$ cat config.mk
export PLATFORM = sky130hd
export DESIGN_NAME = counter_updown_mod
export DESIGN_NICKNAME = d
export VERILOG_FILES = /design/src/rtl/counter_updown_mod.sv
export SDC_FILE = /design/constraint.sdc
export NUM_CORES = 1
export LEC_CHECK = 0
export BUFFER_PORTS_ARGS = -buffer_cell sky130_fd_sc_hd__buf_2
export CORE_AREA = 2 2 39 41
export DETAILED_ROUTE_END_ITERATION = 8
export DIE_AREA = 0 0 41 43
export HOLD_SLACK_MARGIN = 0.06
export PLACE_DENSITY_LB_ADDON = 0.05
export SLEW_MARGIN = 20
export SYNTH_ARGS = -nofsm -noshare
export SYNTH_HDL_FRONTEND = slang
export SYNTH_SLANG_ARGS = --single-unit
$ cat constraint.sdc
create_clock -name clk -period 3.39 [get_ports clk]
set_input_delay 0.678 -clock clk [delete_from_list [all_inputs] [get_ports clk]]
set_output_delay 0.678 -clock clk [all_outputs]
set_load 0.02 [all_outputs]
$ cat src/rtl/counter_updown_mod.sv
`default_nettype none
// +----------------------------------------------------------------------------+
// | counter_updown_mod                                                         |
// | Parametrised modulo-N up/down counter: load, wrap/saturate, sticky ovf,    |
// | cascadable carry. Define COUNTER_MATCH_EN to add the cmp/match comparator. |
// | Revision: 1.0                                                              |
// +----------------------------------------------------------------------------+
module counter_updown_mod #(
  parameter int     WIDTH    = 4,
  parameter longint MODULUS  = 16,
  parameter int     SATURATE = 0
) (
  input  logic             clk,
  input  logic             reset,
  input  logic             cin,
  input  logic             up,
  input  logic             load,
  input  logic [WIDTH-1:0] d,
  input  logic             clr_ovf,
`ifdef COUNTER_MATCH_EN
  input  logic [WIDTH-1:0] cmp,
  output logic             match,
`endif
  output logic [WIDTH-1:0] q,
  output logic             cout,
  output logic             ovf
);

  // One extra bit lets MODULUS = 2^WIDTH be represented without a special case.
  localparam logic [WIDTH:0] c_MOD = (WIDTH+1)'(MODULUS);
  localparam logic [WIDTH:0] c_MAX = (WIDTH+1)'(MODULUS - 1);

  logic [WIDTH-1:0] r_q;
  logic             r_ovf;
  logic [WIDTH-1:0] w_q_next;
  logic [WIDTH-1:0] w_d_clamped;
  logic             w_ovf_next;
  logic             w_term;
  logic             w_at_top;
  logic             w_at_zero;

  assign w_at_top    = ({1'b0, r_q} == c_MAX);
  assign w_at_zero   = (r_q == '0);
  assign w_d_clamped = ({1'b0, d} < c_MOD) ? d : c_MAX[WIDTH-1:0];

  always_comb begin
    w_q_next = r_q;
    w_term   = 1'b0;
    if (load) begin
      w_q_next = w_d_clamped;
    end else if (cin) begin
      if (up) begin
        if (w_at_top) begin
          w_term   = 1'b1;
          w_q_next = (SATURATE != 0) ? r_q : '0;
        end else begin
          w_q_next = WIDTH'({1'b0, r_q} + 1'b1);
        end
      end else begin
        if (w_at_zero) begin
          w_term   = 1'b1;
          w_q_next = (SATURATE != 0) ? '0 : c_MAX[WIDTH-1:0];
        end else begin
          w_q_next = r_q - 1'b1;
        end
      end
    end
  end

  // A terminal crossing outranks a simultaneous clr_ovf.
  always_comb begin
    w_ovf_next = r_ovf;
    if (load) begin
      w_ovf_next = 1'b0;
    end else if (w_term) begin
      w_ovf_next = 1'b1;
    end else if (clr_ovf) begin
      w_ovf_next = 1'b0;
    end
  end

  always_ff @(posedge clk or posedge reset) begin
    if (reset) begin
      r_q   <= '0;
      r_ovf <= 1'b0;
    end else begin
      r_q   <= w_q_next;
      r_ovf <= w_ovf_next;
    end
  end

`ifdef COUNTER_MATCH_EN
  logic r_match;

  always_ff @(posedge clk or posedge reset) begin
    if (reset) begin
      r_match <= 1'b0;
    end else begin
      r_match <= (load | cin) & (w_q_next == cmp);
    end
  end

  assign match = r_match;
`endif

  assign q    = r_q;
  assign ovf  = r_ovf;
  assign cout = cin & ~load & (up ? w_at_top : w_at_zero);

endmodule
`default_nettype wire
==> metrics.cfg, run 1 <==
[route]
wirelength_um = 853
ant_nets = 0
drc = 0
vias = 376
dr.pass1.iters = 4
drt_iter0_markers = 2
via_per_inst = 4.759
wl_per_cell_um = 10.80

[logic_synthesis]
yosysUniqueCellTypes = 23
synth_top_area_share_pct = 31.06
synth.area.top_cells = dfrtp_1, ha_1, a21oi_1
netlist_area_um2 = 402.9
synth_largest_area_cell = dfrtp_1
postSynthAreaPerCell_um2 = 8.758
ys_ff_latch = 5
synth_nets = 58
ys_warn_count = 0
postSynthCellCount = 46
yosysSeqAreaShare_pct = 31.06

[sta]
finalSetupViolCount = 0
fmax_ghz = 0.3867
finalClockSkew_ps = 0.3799
fin_crit_ps = 2586
worst_pin_slew_ps = 249.2
fin_crit_sh_pct = 76.28
whs_ps = 319.2
rsz0062_at_grt = no
setup_tns_ps = 0
finalHoldViolCount = 0
relSlewSlack_pct = 83.39
drv_slew = 0

[cts]
cts_tree = built
clkTransAtPathRegs_ps = 40
clock_path_buffers = 2
cts_hold_buf = 0
cts.htree.levels = 1
cts-root-buf = clkbuf_4
cts_resized = 0
cts_sinks = 5
postCtsSetupBuffers = 0
clk_latency_ps = 240
cts-buffers-inserted = 3

[global_route]
grt-ovfl-total = 0
antenna_found_initial = 0
grt_use_total_pct = 12.73
grt_pass1_wl_um = 1435
grt_pass1_vias = 343
grt_max_degree = 11

[critical_path]
crit_type = reg2out
critPathRequiredTime_ps = 2710
reg2reg_depth = 6
slowest_stage = dfrtp_1
cp-end-kind = output pin
startpoint_type = flip-flop
r2r-start = q[0]
arrival_ps = 1910
crit_fanout = 8
crit_chain = inv_1 > ha_1 > or3b_4 > o21ai_0 > nand2_1 > nor2_1 > buf_2
worst_path_largest_cell_delay_ps = 450
ff2ff_setup_slack_ps = 1750
rr_endpoint = q[2]

[cells_and_area]
nFillCells = 148
drive_gt1_share_pct = 36.51
fin_area_um2 = 509.2
areaGrowthSynthToFinish_pct = 26.40
n_antenna_cell = 0
postLayoutCoreUtil_pct = 36.80
nets = 76
stdcell_count = 79

[power]
p_leak_nw = 0.2474
swShare_pct = 34.89
seq_power_share_pct = 36.0
switchingPower_mw = 0.07875
p_per_area_mw_per_mm2 = 443.3
p_int_mw = 0.1470
p_clk_share_pct = 30.6
p_comb_share_pct = 33.4
irDropWorstVdd_mv = 0.2020

[placed_design]
place_hpwl_um = 679.6
gp_congestion = 0.6313
dp.cells = 75
portBuffers = 15
place_area_um2 = 483.0

[floorplan]
dieArea_mm2 = 0.001763
start_util_pct = 29.11
die_w_um = 41
design.core.area_mm2 = 0.001384
rows = 14
die_y_um = 43
ios = 16

[min_path]
hold_class = in2async

[flow_run]
cap_viol_max_count = 0

[run_status]
status = complete, no violations

-- metal layers --
| layer | part of all wire (%) | global-route usage, % | vias to the layer above |
|---|---|---|---|
| li1 | - | - | 196 |
| met2 | 45 | 15.94 | 12 |
| met3 | 4.0 | 3.141 | 4 |
| met4 | 3.3 | 12.00 | 0 |
| met1 | 47 | 16.72 | 164 |
| met5 | 0 | 0 | - |
-- area by class of cell --
type	instances	area, um^2	share of cell area (%)
clock buffer	4	26.28	5.160
inverter	5	18.77	3.686
multi-input combinational	34	244.0	47.91
sequential	5	125.1	24.57
tap	16	20.02	3.931
timing repair buffer	15	75.07	14.74
-- power groups by stage --
stage               clock, mW  sequential (mW)  combinational, mW
floorplan                   0           0.0886             0.0471
global placement            0           0.0832             0.0772
detailed placement          0           0.0825             0.0762
CTS                    0.0727           0.0817             0.0769
global route           0.0775           0.0834             0.0860
finish                 0.0690           0.0813             0.0755
-- state kept, by name, summed over array words and instances (netlist names) --
register / count
q: 4
ovf: 1
-- synth_stat cells --
| cell type | number |
|---|---|
| a21oi_1 | 4 |
| a221oi_2 | 1 |
| a31o_2 | 1 |
| a31oi_1 | 1 |
| buf_1 | 1 |
| buf_6 | 1 |
| dfrtp_1 | 5 |
| ha_1 | 2 |
| inv_1 | 5 |
| mux2_1 | 1 |
| mux2_2 | 1 |
| mux2i_1 | 1 |
| nand2_1 | 4 |
| nand2b_1 | 3 |
| nand4_1 | 2 |
| nor2_1 | 2 |
| nor3b_1 | 1 |
| o21ai_0 | 4 |
| o21ai_2 | 1 |
| o311a_1 | 1 |
| o31ai_1 | 1 |
| or3b_4 | 1 |
| xnor2_1 | 2 |
-- kinds of logic after synthesis --
kind of cell | synth area share (%)
and+or+nand+nor | 18.01
buffers and inverters | 8.384
muxes | 8.074
DFF | 31.06
AOI/OAI and AO/OA | 23.91
adders and majority gates | 6.210
xor gates and xnor gates | 4.349
-- worst max path at each step --
stage | depth (start not counted) | slack, ps | startpoint | end
after detailed placement | 6 | 1020 | up | cout
after global routing | 7 | 660 | q[0] | cout
final | 7 | 800 | q[0] | cout
after floorplan | 6 | 1030 | q[0] | cout
after global placement | 7 | 1020 | q[0] | cout
after CTS | 7 | 760 | q[0] | cout
-- cell usage in the layout (no fill, tap or decap), types with 2 or more instances in the layout --
master	instances
a21oi_1	4
buf_2	15
clkbuf_4	3
dfrtp_1	5
ha_1	2
inv_1	5
nand2_1	4
nand2b_1	3
nand4_1	2
nor2_1	2
o21ai_0	4
xnor2_1	2
-- critical path, delay by kind of cell (launching register included) --
kind	cells	cell delay, ps
simple gates	3	570
flops	1	450
buf+inv	2	290
fa+ha+maj	1	200
compound gates	1	150
-- through the flow --
step / power (mW) / worst slack, ps
5_1_grt: 0.2469 / 661.2
6_report: 0.2257 / 803.9
4_1_cts: 0.2314 / 762.3
3_5_place_dp: 0.1587 / 1015
2_1_floorplan: 0.1357 / 1030
3_3_place_gp: 0.1604 / 1016
No activity file was read; power rests on OpenSTA's default activity.
==> run 2, diff against run 1 <==
ABC_AREA = 1   (was unset)
clock period = 2.4 ns   (was 3.39 ns; I/O delays follow)
==> run 2 against run 1 <==
Hold slack got worse by 190 ps. Global-route usage increased by 1.7 points. Non-clock buffer count unchanged. Die area unchanged. First-iteration DRC count increased to 7.0 times the previous value. Cell count increased by 15%. Combinational power increased by 18%. Critical path depth increased by 2. Wire length increased by 12%. Sequential power increased by 41%.
==> metrics.cfg, run 2 <==
[run_status]
status = complete, no violations

[cells_and_area]
n_antenna_cell = 0
drive_gt1_share_pct = 32.00
postLayoutCoreUtil_pct = 37.25
areaGrowthSynthToFinish_pct = 27.16
layout_common_cells = nand2_1, buf_2, inv_1
mostFrequentLayoutCell = nand2_1
largest_reg_flops = 4
nets = 88

[logic_synthesis]
postSynthAreaPerCell_um2 = 7.112
yosysSeqAreaShare_pct = 30.86
synthTopCellsByCount = nand2_1, inv_1, nand3_1
ys_warn_count = 0
yosysUniqueCellTypes = 17
ys_ff_latch = 5
synthArstFlopShare_pct = 100.0
synth_top_area_share_pct = 30.86
netlist_area_um2 = 405.4
synth.area.top_cells = dfrtp_1, nand2_1, inv_1
synth-edff-count = 0
synth_largest_area_cell = dfrtp_1
synth_nets = 69
synth.most_common_cell = nand2_1
postSynthCellCount = 57
synth_top_flop_cell = dfrtp_1

[placed_design]
place_hpwl_um = 769.8
gp_congestion = 0.7578
portBuffers = 15

[global_route]
grt_pass1_wl_um = 1628
antenna_found_initial = 0
grt_use_total_pct = 14.46
grt-ovfl-total = 0
grt_max_degree = 10
grt_pass1_vias = 383

[sta]
whs_ps = 133.4
fin_crit_ps = 2105
setup_tns_ps = 0
finalSetupViolCount = 0
finalClockSkew_ps = 3.588
rsz0062_at_grt = no
fmax_ghz = 0.4751
drv_slew = 0
finalHoldViolCount = 0
worst_pin_slew_ps = 334.7
relSlewSlack_pct = 77.68
fin_crit_sh_pct = 87.71

[critical_path]
crit_chain = inv_1 > ha_1 > nand2_2 > nor3_2 > inv_1 > nand2_1 > nand2_2 > inv_1 > buf_2
critPathRequiredTime_ps = 1920
worst_path_dominant_cell_family = flip-flops
ff2ff_setup_slack_ps = 1090
cp.buffers_inverters = 4
crit_fanout = 6
cp-startpoint = q[0]
cpMostUsedCell = inv_1
slowest_stage = dfrtp_1
cp-end-kind = output pin
worst_path_largest_cell_delay_ps = 450
r2r-start = q[0]
startpoint_type = flip-flop
crit_type = reg2out
arrival_ps = 1630

[cts]
clk_latency_ps = 250
cts_hold_buf = 0
cts.htree.levels = 1
cts_resized = 0
postCtsSetupBuffers = 0
cts_tree = built
cts_sinks = 5
clock_path_buffers = 2
clkTransAtPathRegs_ps = 50
cts-root-buf = clkbuf_4
cts-buffers-inserted = 3

[floorplan]
die_y_um = 43
rows = 14
design.core.area_mm2 = 0.001384
ios = 16
dieArea_mm2 = 0.001763
start_util_pct = 29.29
die_w_um = 41

[route]
via_per_inst = 4.681
wl_per_cell_um = 10.49
dr.pass1.iters = 4
vias = 426
ant_nets = 0
wirelength_um = 955
drt_iter0_markers = 14
drc = 0

[power]
p_leak_nw = 0.3120
irDropWorstVdd_mv = 0.2338
p_per_area_mw_per_mm2 = 589.0

[flow_run]
cap_viol_max_count = 0

[min_path]
hold_class = in2async

run 2: cell types whose count changed after synthesis, sizes merged, moves of 2 or more:
cell	before	now
nand2b	3	0
a22oi	0	2
xor2	0	2
mux2	2	0
o21ai	5	1
nand3	0	6
xnor2	2	0
inv	5	11
nand2	4	20
a21oi	4	0
run 2: layout make-up:
cell class,instances,area [um^2]
Multi-Input combinational cell,40,227.7
Fill cell,163,868.3
Inverter,11,41.29
Tap cell,16,20.02
Timing Repair Buffer,15,75.07
Clock buffer,4,26.28
Sequential cell,5,125.1
run 2: worst paths after layout:
path                       depth (start not counted)    to
setup reg to reg                                   7  q[2]
hold reg to reg                                    2   ovf
max in group asynchronous                          2  q[1]
setup / recovery                                   9  cout
min in group clk                                   2   ovf
hold / removal                                     2  q[2]
run 2: logic make-up (layout without fill, tap and decap cells):
logic type      count (synthesis)  in the layout  synth area share [%]
simple gates                   31             31                 35.80
fa+ha+maj                       2              2                 6.172
xor+xnor                        2              2                 4.322
compound gates                  5              5                 9.877
buf+inv                        12             30                 12.96
flops                           5              5                 30.86
run 2: per-layer routing:
metal	track usage, %	up-vias	part of all wire, %	routed length [um]
li1	-	220	-	-
met1	18.01	190	43	415
met2	19.06	13	48	460
met3	9.424	3	7.5	72
met4	6.000	0	0.73	7
met5	0	-	0	0
run 2: power by group:
| group | switching (mW) | internal, mW |
|---|---|---|
| clock network | 0.0371 | 0.0630 |
| logic | 0.0526 | 0.0364 |
| registers | 0.0206 | 0.0939 |
run 2: stage by stage:
| step | power, mW | setup slack [ps] | area (um^2) | std cells |
|---|---|---|---|---|
| floorplan | 0.1785 | 643.0 | 405.4 | 57 |
| global placement | 0.2062 | 576.0 | 489.2 | 87 |
| detailed placement | 0.2052 | 561.4 | 489.2 | 87 |
| CTS | 0.3085 | 286.9 | 515.5 | 91 |
| global route | 0.3353 | 156.7 | 515.5 | 91 |
| finish | 0.3036 | 295.0 | 515.5 | 91 |
